File: src/rtl/layer_compositor.sv
// Two-stage pixel compositor: priority layer select, fade scaling, sync delay matching, fade FSM.
// Define SAT_BLEND_EN to saturate the floor+overlay blend per channel instead of wrapping mod 16.
module layer_compositor #(
  parameter int          N_LAYERS    = 4,
  parameter int          N_OVERLAY   = 4,
  parameter logic [11:0] TRANSP      = 12'hFFF,
  parameter int          FADE_STEPS  = 16,
  parameter int          STEP_FRAMES = 1
) (
  input  logic                    clock,
  input  logic                    reset,
  input  logic [N_LAYERS*12-1:0]  layer_pixels,
  input  logic [N_LAYERS-1:0]     layer_en,
  input  logic [11:0]             object_pixel,
  input  logic                    object_valid,
  input  logic [11:0]             floor_pixel,
  input  logic [N_OVERLAY*12-1:0] overlay_pixels,
  input  logic [11:0]             screen_pixel,
  input  logic [2:0]              game_state,
  input  logic                    hsync,
  input  logic                    vsync,
  input  logic                    blank,
  output logic                    hsync_out,
  output logic                    vsync_out,
  output logic                    blank_out,
  output logic [11:0]             pixel_out,
  output logic [2:0]              shown_state,
  output logic                    fade_busy
);

  localparam int LW    = $clog2(FADE_STEPS) + 1;
  localparam int SHIFT = $clog2(FADE_STEPS);
  localparam int PW    = 4 + LW;
  localparam int SW    = 4 + $clog2(N_OVERLAY + 1);
  localparam int FW    = (STEP_FRAMES > 1) ? $clog2(STEP_FRAMES) : 1;
  localparam logic [LW-1:0] LEVEL_MAX  = LW'(FADE_STEPS);
  localparam logic [FW-1:0] FRAME_LAST = FW'(STEP_FRAMES - 1);
  localparam logic [2:0]    WELCOME    = 3'd0;

  typedef enum logic [1:0] {IDLE, FADE_OUT, SWAP, FADE_IN} fade_state_t;

  fade_state_t   state, state_next;
  logic [LW-1:0] level, level_next;
  logic [2:0]    target, target_next, shown_next;
  logic [FW-1:0] frame_cnt, frame_next;
  logic          vsync_prev, tick, step;

  logic [11:0]   blend, select_pix, stage1_pix, scaled;
  logic [SW-1:0] chan_sum;
  logic [PW-1:0] chan_prod;
  logic          blank_d1, hsync_d1, vsync_d1;

  // Sum is kept wide enough for every overlay so the saturating build sees the true total.
  always_comb begin
    blend    = '0;
    chan_sum = '0;
    for (int ch = 0; ch < 3; ch++) begin
      chan_sum = SW'(floor_pixel[ch*4 +: 4]);
      for (int o = 0; o < N_OVERLAY; o++)
        chan_sum = chan_sum + SW'(overlay_pixels[o*12 + ch*4 +: 4]);
`ifdef SAT_BLEND_EN
      blend[ch*4 +: 4] = (chan_sum > SW'(15)) ? 4'hF : chan_sum[3:0];
`else
      blend[ch*4 +: 4] = chan_sum[3:0];
`endif
    end
  end

  // Lowest-priority candidates are assigned first so later hits override them.
  always_comb begin
    select_pix = blend;
    if (object_valid && object_pixel != TRANSP)
      select_pix = object_pixel;
    for (int i = N_LAYERS - 1; i >= 0; i--)
      if (layer_en[i] && layer_pixels[i*12 +: 12] != TRANSP)
        select_pix = layer_pixels[i*12 +: 12];
    if (shown_state == WELCOME && screen_pixel != 12'h000)
      select_pix = screen_pixel;
  end

  always_comb begin
    scaled    = '0;
    chan_prod = '0;
    for (int ch = 0; ch < 3; ch++) begin
      chan_prod = PW'(stage1_pix[ch*4 +: 4]) * PW'(level);
      scaled[ch*4 +: 4] = chan_prod[SHIFT +: 4];
    end
  end

  always_ff @(posedge clock or negedge reset) begin
    if (!reset) begin
      stage1_pix <= '0;
      blank_d1   <= 1'b0;
      hsync_d1   <= 1'b1;
      vsync_d1   <= 1'b1;
      pixel_out  <= '0;
      blank_out  <= 1'b0;
      hsync_out  <= 1'b1;
      vsync_out  <= 1'b1;
    end else begin
      stage1_pix <= select_pix;
      blank_d1   <= blank;
      hsync_d1   <= hsync;
      vsync_d1   <= vsync;
      pixel_out  <= blank_d1 ? 12'h000 : scaled;
      blank_out  <= blank_d1;
      hsync_out  <= hsync_d1;
      vsync_out  <= vsync_d1;
    end
  end

  assign tick      = vsync_prev & ~vsync;
  assign step      = tick && (frame_cnt == FRAME_LAST);
  assign fade_busy = (state != IDLE);

  always_ff @(posedge clock or negedge reset) begin
    if (!reset) begin
      state       <= IDLE;
      level       <= LEVEL_MAX;
      target      <= WELCOME;
      shown_state <= WELCOME;
      frame_cnt   <= '0;
      vsync_prev  <= 1'b1;
    end else begin
      state       <= state_next;
      level       <= level_next;
      target      <= target_next;
      shown_state <= shown_next;
      frame_cnt   <= frame_next;
      vsync_prev  <= vsync;
    end
  end

  // A change during FADE_IN has priority over that cycle's step so the fade reverses from the current level.
  always_comb begin
    state_next  = state;
    level_next  = level;
    target_next = target;
    shown_next  = shown_state;
    frame_next  = frame_cnt;
    if (tick)
      frame_next = (frame_cnt == FRAME_LAST) ? '0 : frame_cnt + 1'b1;
    case (state)
      IDLE: begin
        frame_next = '0;
        if (game_state != shown_state) begin
          target_next = game_state;
          state_next  = FADE_OUT;
        end
      end
      FADE_OUT: begin
        target_next = game_state;
        if (level == '0)
          state_next = SWAP;
        else if (step) begin
          level_next = level - 1'b1;
          if (level == LW'(1))
            state_next = SWAP;
        end
      end
      SWAP: begin
        if (tick) begin
          shown_next = target;
          state_next = FADE_IN;
        end
      end
      FADE_IN: begin
        if (game_state != target) begin
          target_next = game_state;
          state_next  = FADE_OUT;
        end else if (level == LEVEL_MAX)
          state_next = IDLE;
        else if (step) begin
          level_next = level + 1'b1;
          if (level == LEVEL_MAX - 1'b1)
            state_next = IDLE;
        end
      end
      default: state_next = IDLE;
    endcase
  end

endmodule

File: config.mk
export PLATFORM = sky130hd
export DESIGN_NAME = layer_compositor
export DESIGN_NICKNAME = d
export VERILOG_FILES = /design/src/rtl/layer_compositor.sv
export SDC_FILE = /design/constraint.sdc
export NUM_CORES = 1
export LEC_CHECK = 0
export CELL_PAD_IN_SITES_DETAIL_PLACEMENT = 0
export CELL_PAD_IN_SITES_GLOBAL_PLACEMENT = 1
export CORE_MARGIN = 5
export CORE_UTILIZATION = 35
export CTS_BUF_LIST = sky130_fd_sc_hd__clkbuf_4 sky130_fd_sc_hd__clkbuf_8
export DETAILED_ROUTE_END_ITERATION = 10
export GPL_TIMING_DRIVEN = 0
export HOLD_SLACK_MARGIN = 0.15
export PLACE_DENSITY = 0.85
export SLEW_MARGIN = 20
export SYNTH_ARGS = -nofsm -noshare
export SYNTH_HDL_FRONTEND = slang
export SYNTH_SLANG_ARGS = --single-unit
File: constraint.sdc
create_clock -name clock -period 3.7 [get_ports clock]
set_input_delay 0.74 -clock clock [delete_from_list [all_inputs] [get_ports clock]]
set_output_delay 0.74 -clock clock [all_outputs]
set_load 0.02 [all_outputs]
==> results of run 1 <==
## cell families (layout without fill, tap and decap cells)
| logic type | count (synthesis) | count (layout) | share of synthesized area [%] |
|---|---|---|---|
| DFF | 43 | 43 | 22.2 |
| AOI/OAI and AO/OA | 102 | 102 | 14.1 |
| muxes | 19 | 19 | 4.09 |
| buffers and inverters | 105 | 276 | 8.67 |
| xor gates and xnor gates | 49 | 49 | 9.67 |
| adders and majority gates | 85 | 85 | 27.9 |
| and+or+nand+nor | 132 | 132 | 13.3 |
## registers in the layout, summed over array words and instances, names as in the netlist
signal	flops
blank_out	1
vsync_prev	1
target	3
shown_state	3
stage1_pix	12
hsync_out	1
vsync_out	1
blank_d1	1
pixel_out	12
level	5
state	2
hsync_d1	1
## area by class of cell
| type | instances | area share, % |
|---|---|---|
| Buffer | 16 | 1.30 |
| Multi-Input combinational cell | 387 | 49.8 |
| Tap cell | 180 | 3.28 |
| Inverter | 88 | 4.85 |
| Timing Repair Buffer | 164 | 23.7 |
| Sequential cell | 43 | 15.8 |
| Clock buffer | 5 | 1.00 |
| Clock inverter | 3 | 0.292 |
## repair_timing
action,CTS,global route
gates resized for setup,75,15
endpoints found under the setup margin,5,10
pin swaps,39,29
## routing by layer
| layer | global-route usage [%] | vias up | routed length (um) |
|---|---|---|---|
| li1 | - | 2131 | - |
| met1 | 19.2 | 2086 | 5230 |
| met2 | 33.9 | 152 | 7690 |
| met3 | 4.96 | 25 | 1110 |
| met4 | 6.99 | 0 | 437 |
| met5 | 0 | - | 0 |
## cell usage in the layout (no fill, tap or decap), types with 4 or more instances in the layout
cell type,instances
fa_1,33
xor2_1,9
ha_1,43
dlygate4sd2_1,9
nor2_1,20
xnor2_1,33
clkbuf_1,4
xnor2_2,4
a21oi_1,32
nand3_1,4
nand2_1,51
nand4_1,17
nor2b_1,4
o22ai_1,4
buf_6,7
a221o_1,4
mux2i_1,12
dfrtp_1,38
dfstp_2,5
o21ai_0,13
a21o_1,4
inv_1,74
clkdlybuf4s15_1,5
inv_2,13
fa_2,6
clkdlybuf4s50_1,135
mux2_2,7
clkbuf_8,5
and2_1,19
buf_2,12
nor4_1,4
a31oi_1,10
a22oi_1,6
## per-stage QoR
| stage | TNS (ps) | area (um2) | hold WS, ps | util [%] |
|---|---|---|---|---|
| 2_1_floorplan | -24.1 | 4880 | 345 | - |
| 3_3_place_gp | -3490 | 6730 | 346 | 48.9 |
| 3_5_place_dp | -3740 | 6760 | 349 | 49.0 |
| 4_1_cts | -259 | 6840 | 362 | 49.7 |
| 5_1_grt | -360 | 6860 | 372 | 49.8 |
| 6_report | -66.0 | 6860 | 361 | 49.8 |
## power groups by stage
stage / Clock, uW / Combinational (uW) / Sequential, uW
2_1_floorplan: 0 / 1850 / 841
3_3_place_gp: 0 / 2610 / 816
3_5_place_dp: 0 / 2710 / 826
4_1_cts: 314 / 2760 / 816
5_1_grt: 331 / 3120 / 843
6_report: 304 / 2730 / 820
## worst max-delay path by stage
stage | from | end | depth (start not counted)
5_1_grt | floor_pixel[5] | stage1_pix[7] | 15
2_1_floorplan | overlay_pixels[21] | stage1_pix[11] | 13
3_5_place_dp | overlay_pixels[17] | stage1_pix[7] | 15
3_3_place_gp | overlay_pixels[13] | stage1_pix[3] | 15
6_report | floor_pixel[1] | stage1_pix[3] | 15
4_1_cts | floor_pixel[1] | stage1_pix[3] | 15
==> results.toml, run 1 <==
[routing]
via_count = 4394
via_per_inst = 4.96
drt_wl_total_um = 14500
drc_errors = 0
drtAntennaViolNets = 0
first_pass_iters = 4
wl_per_cell_um = 16.3
drt_iter0_drc = 183

[cts]
cts_buffers = 5
clk_pin_slew_ps = 90
clockBufferDepth = 2
clockRootBuffer = "clkbuf_8"
cts_tree = "yes"
clock-sinks = 43
clk-insertion-delay-late_ps = 310
cts_setup_buffers = 0
holdBufCountCts = 0
htree_levels = 2

[sta]
worstMarginPinSlew_ps = 732
slew_headroom_pct = 50.8
final-hold-violation-count = 0
fin_crit_sh_pct = 101
setup_viol = 2
final.min_clock_period_ps = 3750
max_freq_mhz = 267
report.final.slew_viol_count = 0
fin_skew_ps = 10.2
setup_ws_ps = -49.9
rsz0062_at_grt = "yes"

[synth]
synth_common_cells = "inv_1 (88), nand2_1 (51), ha_1 (46), fa_1 (39), dfrtp_1 (38)"
yosys.area.top_type = "dfrtp_1"
ys_warn_count = 0
synth_top_area_share_pct = 19.5
synth-edff-count = 0
syn_area_um2 = 4870
synthCells = 535
synth_top_flop_cell = "dfrtp_1"
synth_seq_area_share_pct = 22.2
avgSynthCellArea_um2 = 9.10
async_reset_ff_share_pct = 100
ys_top_cells_by_area = "dfrtp_1 (20%), fa_1 (16%), ha_1 (12%)"
ys_types = 56
ys_ff_latch = 43
syn-num-nets = 765
yosysMostFrequentCell = "inv_1"

[critical_path]
rr_worst_depth = 12
path_class = "primary input to register"
cp.arrival_ps = 3990
worstSetupStartpointType = "primary input"
critPathBufInv = 4
crit_path_max_fanout = 1
ff2ff_setup_slack_ps = 350
cp.required_ps = 3940
r2r_start = "level[2]"
cp_slowest_stage_delay_ps = 510
path_cells = "buf_8 > inv_4 > fa_1 > fa_1 > inv_1 > fa_1 > ha_2 > inv_2 > fa_2 > xnor2_2 > xnor3_1 > xnor2_2 > a31oi_1 > o21ai_1 > a31oi_1"
cp_top_family = "adder cells"
cp_slowest_cell = "fa_1"
cp_common_cell = "fa_1"
r2r_end = "pixel_out[3]"
worst_setup_path_end_kind = "register"

[die]
fp.dieW_um = 128
rows = 43
start_util_pct = 35.3
die_height_um = 128
io_pins = 164
die_area_um2 = 16400
core_um2 = 13800

[grt]
grt_max_degree = 26
antenna_found_initial = 0
grt-ovfl-total = 0
grt_pass1_wl_um = 24000
gr-usage-all-layers_pct = 18.1
grt_pass1_vias = 4857

[final_layout]
multi_input_area_um2 = 3410
finalNonFillerCells = 886
nNetsFinal = 935
seq_area_um2 = 1080
drive_gt1_share_pct = 11.0
n_fill_cell = 1333
antenna_cells = 0
syn_to_final_growth_pct = 41.0

[place]
port-buffer-count = 163
gp_congestion = 0.875
post-dp-hpwl_um = 12800
post-place-ws_ps = -747
post-place-cells = 879

[pwr]
vdd_drop_max_uv = 255
leakage_uw = 0.00317
p_clk_share_pct = 7.9
seqPwrFrac_pct = 21.3
cell_internal_pwr_uw = 2080
switchingPower_uw = 1780
swShare_pct = 46.0
power_frac_comb_pct = 70.9
power.density_nw_per_um2 = 562
p_total_uw = 3860

[worst_hold_path]
min_path_cells = 0
hold_class = "register to register"
min_from = "hsync_d1"
holdPathEnd = "hsync_out"

[run]
drv_cap = 0

[run_status]
status = "complete, but fails checks"
violations = "setup timing"
Note: power is estimated with default switching activity, not from simulation.
==> inputs of run 2 (changes only) <==
--- a/config.mk
+++ b/config.mk
@@ -13,6 +13,7 @@
 export DETAILED_ROUTE_END_ITERATION = 10
 export GPL_TIMING_DRIVEN = 0
 export HOLD_SLACK_MARGIN = 0.15
+export MAX_ROUTING_LAYER = met4
 export PLACE_DENSITY = 0.85
 export SLEW_MARGIN = 20
 export SYNTH_ARGS = -nofsm -noshare
==> constraint.sdc (replaced) <==
create_clock -name clock -period 3.7 [get_ports clock]
set_input_delay 0.37 -clock clock [delete_from_list [all_inputs] [get_ports clock]]
set_output_delay 0.37 -clock clock [all_outputs]
set_load 0.02 [all_outputs]
==> run 2 against run 1 <==
  * Flip-flop and latch count is the same
  * Sequential share of layout area shrank 0.083 points
  * Clock power grew 9.2%
  * Power grew 0.20%
  * Critical endpoint is now stage1_pix[11]
  * Via count is essentially flat
  * Design area grew 0.53%
  * Fmax grew 4.5%
  * The flow now finishes without violations
  * First-iteration DRC count shrank 9.3%
  * Critical path depth shrank 4
  * Wire length shrank 0.82%
==> results.toml, run 2 (synthesis results as in run 1) <==
[place]
port-buffer-count = 163
post-place-ws_ps = -742
post-dp-hpwl_um = 12900
post-place-cells = 879
gp_congestion = 0.882
placed_area_um2 = 6750

[sta]
slew_headroom_pct = 48.2
final-hold-violation-count = 0
report.final.slew_viol_count = 0
rsz0062_at_grt = "no"
max_freq_mhz = 279
setup_ws_ps = 112
worstMarginPinSlew_ps = 770
fin_crit_sh_pct = 97.0
final.min_clock_period_ps = 3590
setup_viol = 0
fin_skew_ps = 5.11

[die]
rows = 43
die_area_um2 = 16400
start_util_pct = 35.3
core_um2 = 13800
io_pins = 164
fp.dieW_um = 128
die_height_um = 128

[critical_path]
path_class = "primary input to register"
cp.arrival_ps = 3770
crit_path_max_fanout = 1
worst_setup_path_end_kind = "register"
cp.required_ps = 3890
worstSetupStartpointType = "primary input"

[final_layout]
final_cell_mix = "clkdlybuf4s50_1 (143), inv_1 (70), nand2_1 (51)"
reg_top3 = "pixel_out (12), stage1_pix (12), level (5)"
final_common_cell = "clkdlybuf4s50_1"
drive_gt1_share_pct = 10.6
antenna_cells = 0
syn_to_final_growth_pct = 41.7
finalNonFillerCells = 887
stdcell_area_um2 = 6900
postLayoutCoreUtil_pct = 50.1
seq_area_um2 = 1080
multi_input_area_um2 = 3410
n_fill_cell = 1344
nNetsFinal = 936

[run]
drv_cap = 0

[cts]
clk_pin_slew_ps = 80
cts_buffers = 5
clk-insertion-delay-late_ps = 290
cts_setup_buffers = 0
clock-sinks = 43
htree_levels = 2
clockRootBuffer = "clkbuf_8"
clockBufferDepth = 2
cts_tree = "yes"

[routing]
drt_iter0_drc = 166
via_per_inst = 4.96
wl_per_cell_um = 16.2
drtAntennaViolNets = 0
drt_wl_total_um = 14400
drc_errors = 0
via_count = 4398
first_pass_iters = 6

[grt]
antenna_found_initial = 0
gr-usage-all-layers_pct = 18.3
grt_pass1_wl_um = 23300
grt_pass1_vias = 4833
grt_max_degree = 23
grt-ovfl-total = 0

[pwr]
leakage_uw = 0.00323
vdd_drop_max_uv = 223
power.density_nw_per_um2 = 560

[run_status]
status = "finished clean"

[worst_hold_path]
hold_class = "register to register"
[run 2: cell count changes in the layout (fill, tap and decap cells not counted), moves of 2 or more]
cell / change
fa_1: +2
inv_1: -4
clkdlybuf4s50_1: +8
clkinvlp_4: -2
fa_2: -2
clkdlybuf4s15_1: -5
dlygate4sd2_1: -5
clkbuf_2: +5
buf_2: -5
inv_2: +5
clkbuf_8: +2
buf_6: -5
dlymetal6s2s_1: +8
[run 2: metal layers]
layer / global-route usage [%] / routed length (um) / vias up
li1: - / - / 2134
met2: 33.0 / 7430 / 159
met5: - / 0 / -
met4: 5.56 / 404 / 0
met3: 4.88 / 1070 / 28
met1: 19.5 / 5450 / 2077
[run 2: final timing paths]
check                                    from        endpoint  slack, ps  depth (start not counted)
min in group asynchronous               reset        state[1]        570                          2
min                                  hsync_d1       hsync_out        360                          0
max reg2reg                          level[2]    pixel_out[7]        370                         12
min reg2reg                          hsync_d1       hsync_out        360                          0
max in group asynchronous               reset      vsync_prev       2570                          3
max                        overlay_pixels[22]  stage1_pix[11]        110                         11
[run 2: timing repair]
item	CTS	global route
endpoints found under the setup margin	3	9
pin swaps	35	32
gates resized for setup	31	34
hold buffers	1	0
gates cloned	0	0
hold endpoints to repair	18	0
[run 2: layout make-up]
| class | instances | share of cell area, % |
|---|---|---|
| inverters | 88 | 4.79 |
| flip-flops and latches | 43 | 15.7 |
| clock buffers | 8 | 1.51 |
| well taps | 180 | 3.27 |
| repair buffers | 165 | 24.0 |
| multi-input cells | 387 | 49.5 |
| plain buffers | 16 | 1.29 |
[run 2: power breakdown]
group          total, uW  leakage, uW  internal, uW  switching [uW]
Combinational       2720      0.00266          1300            1420
Clock                332    0.0000549           178             154
Sequential           815     0.000518           654             160
[run 2: stage by stage]
step | power (uW) | setup TNS [ps] | hold slack [ps]
floorplan | 2700 | 0 | 74.4
detailed placement | 3530 | -2360 | 351
global placement | 3430 | -2180 | 346
finish | 3860 | 0 | 360
global route | 4310 | 0 | 366
CTS | 3910 | 0 | 363
[run 2: worst max-delay path, cell delays in order]
cell             delay (ps)
clkdlybuf4s50_1         430
fa_1                    510
fa_1                    540
fa_1                    450
fa_2                    420
xnor2_2                 150
xnor3_1                 280
xnor2_2                 170
a21oi_2                 130
o21ai_1                  90
a21o_1                  230
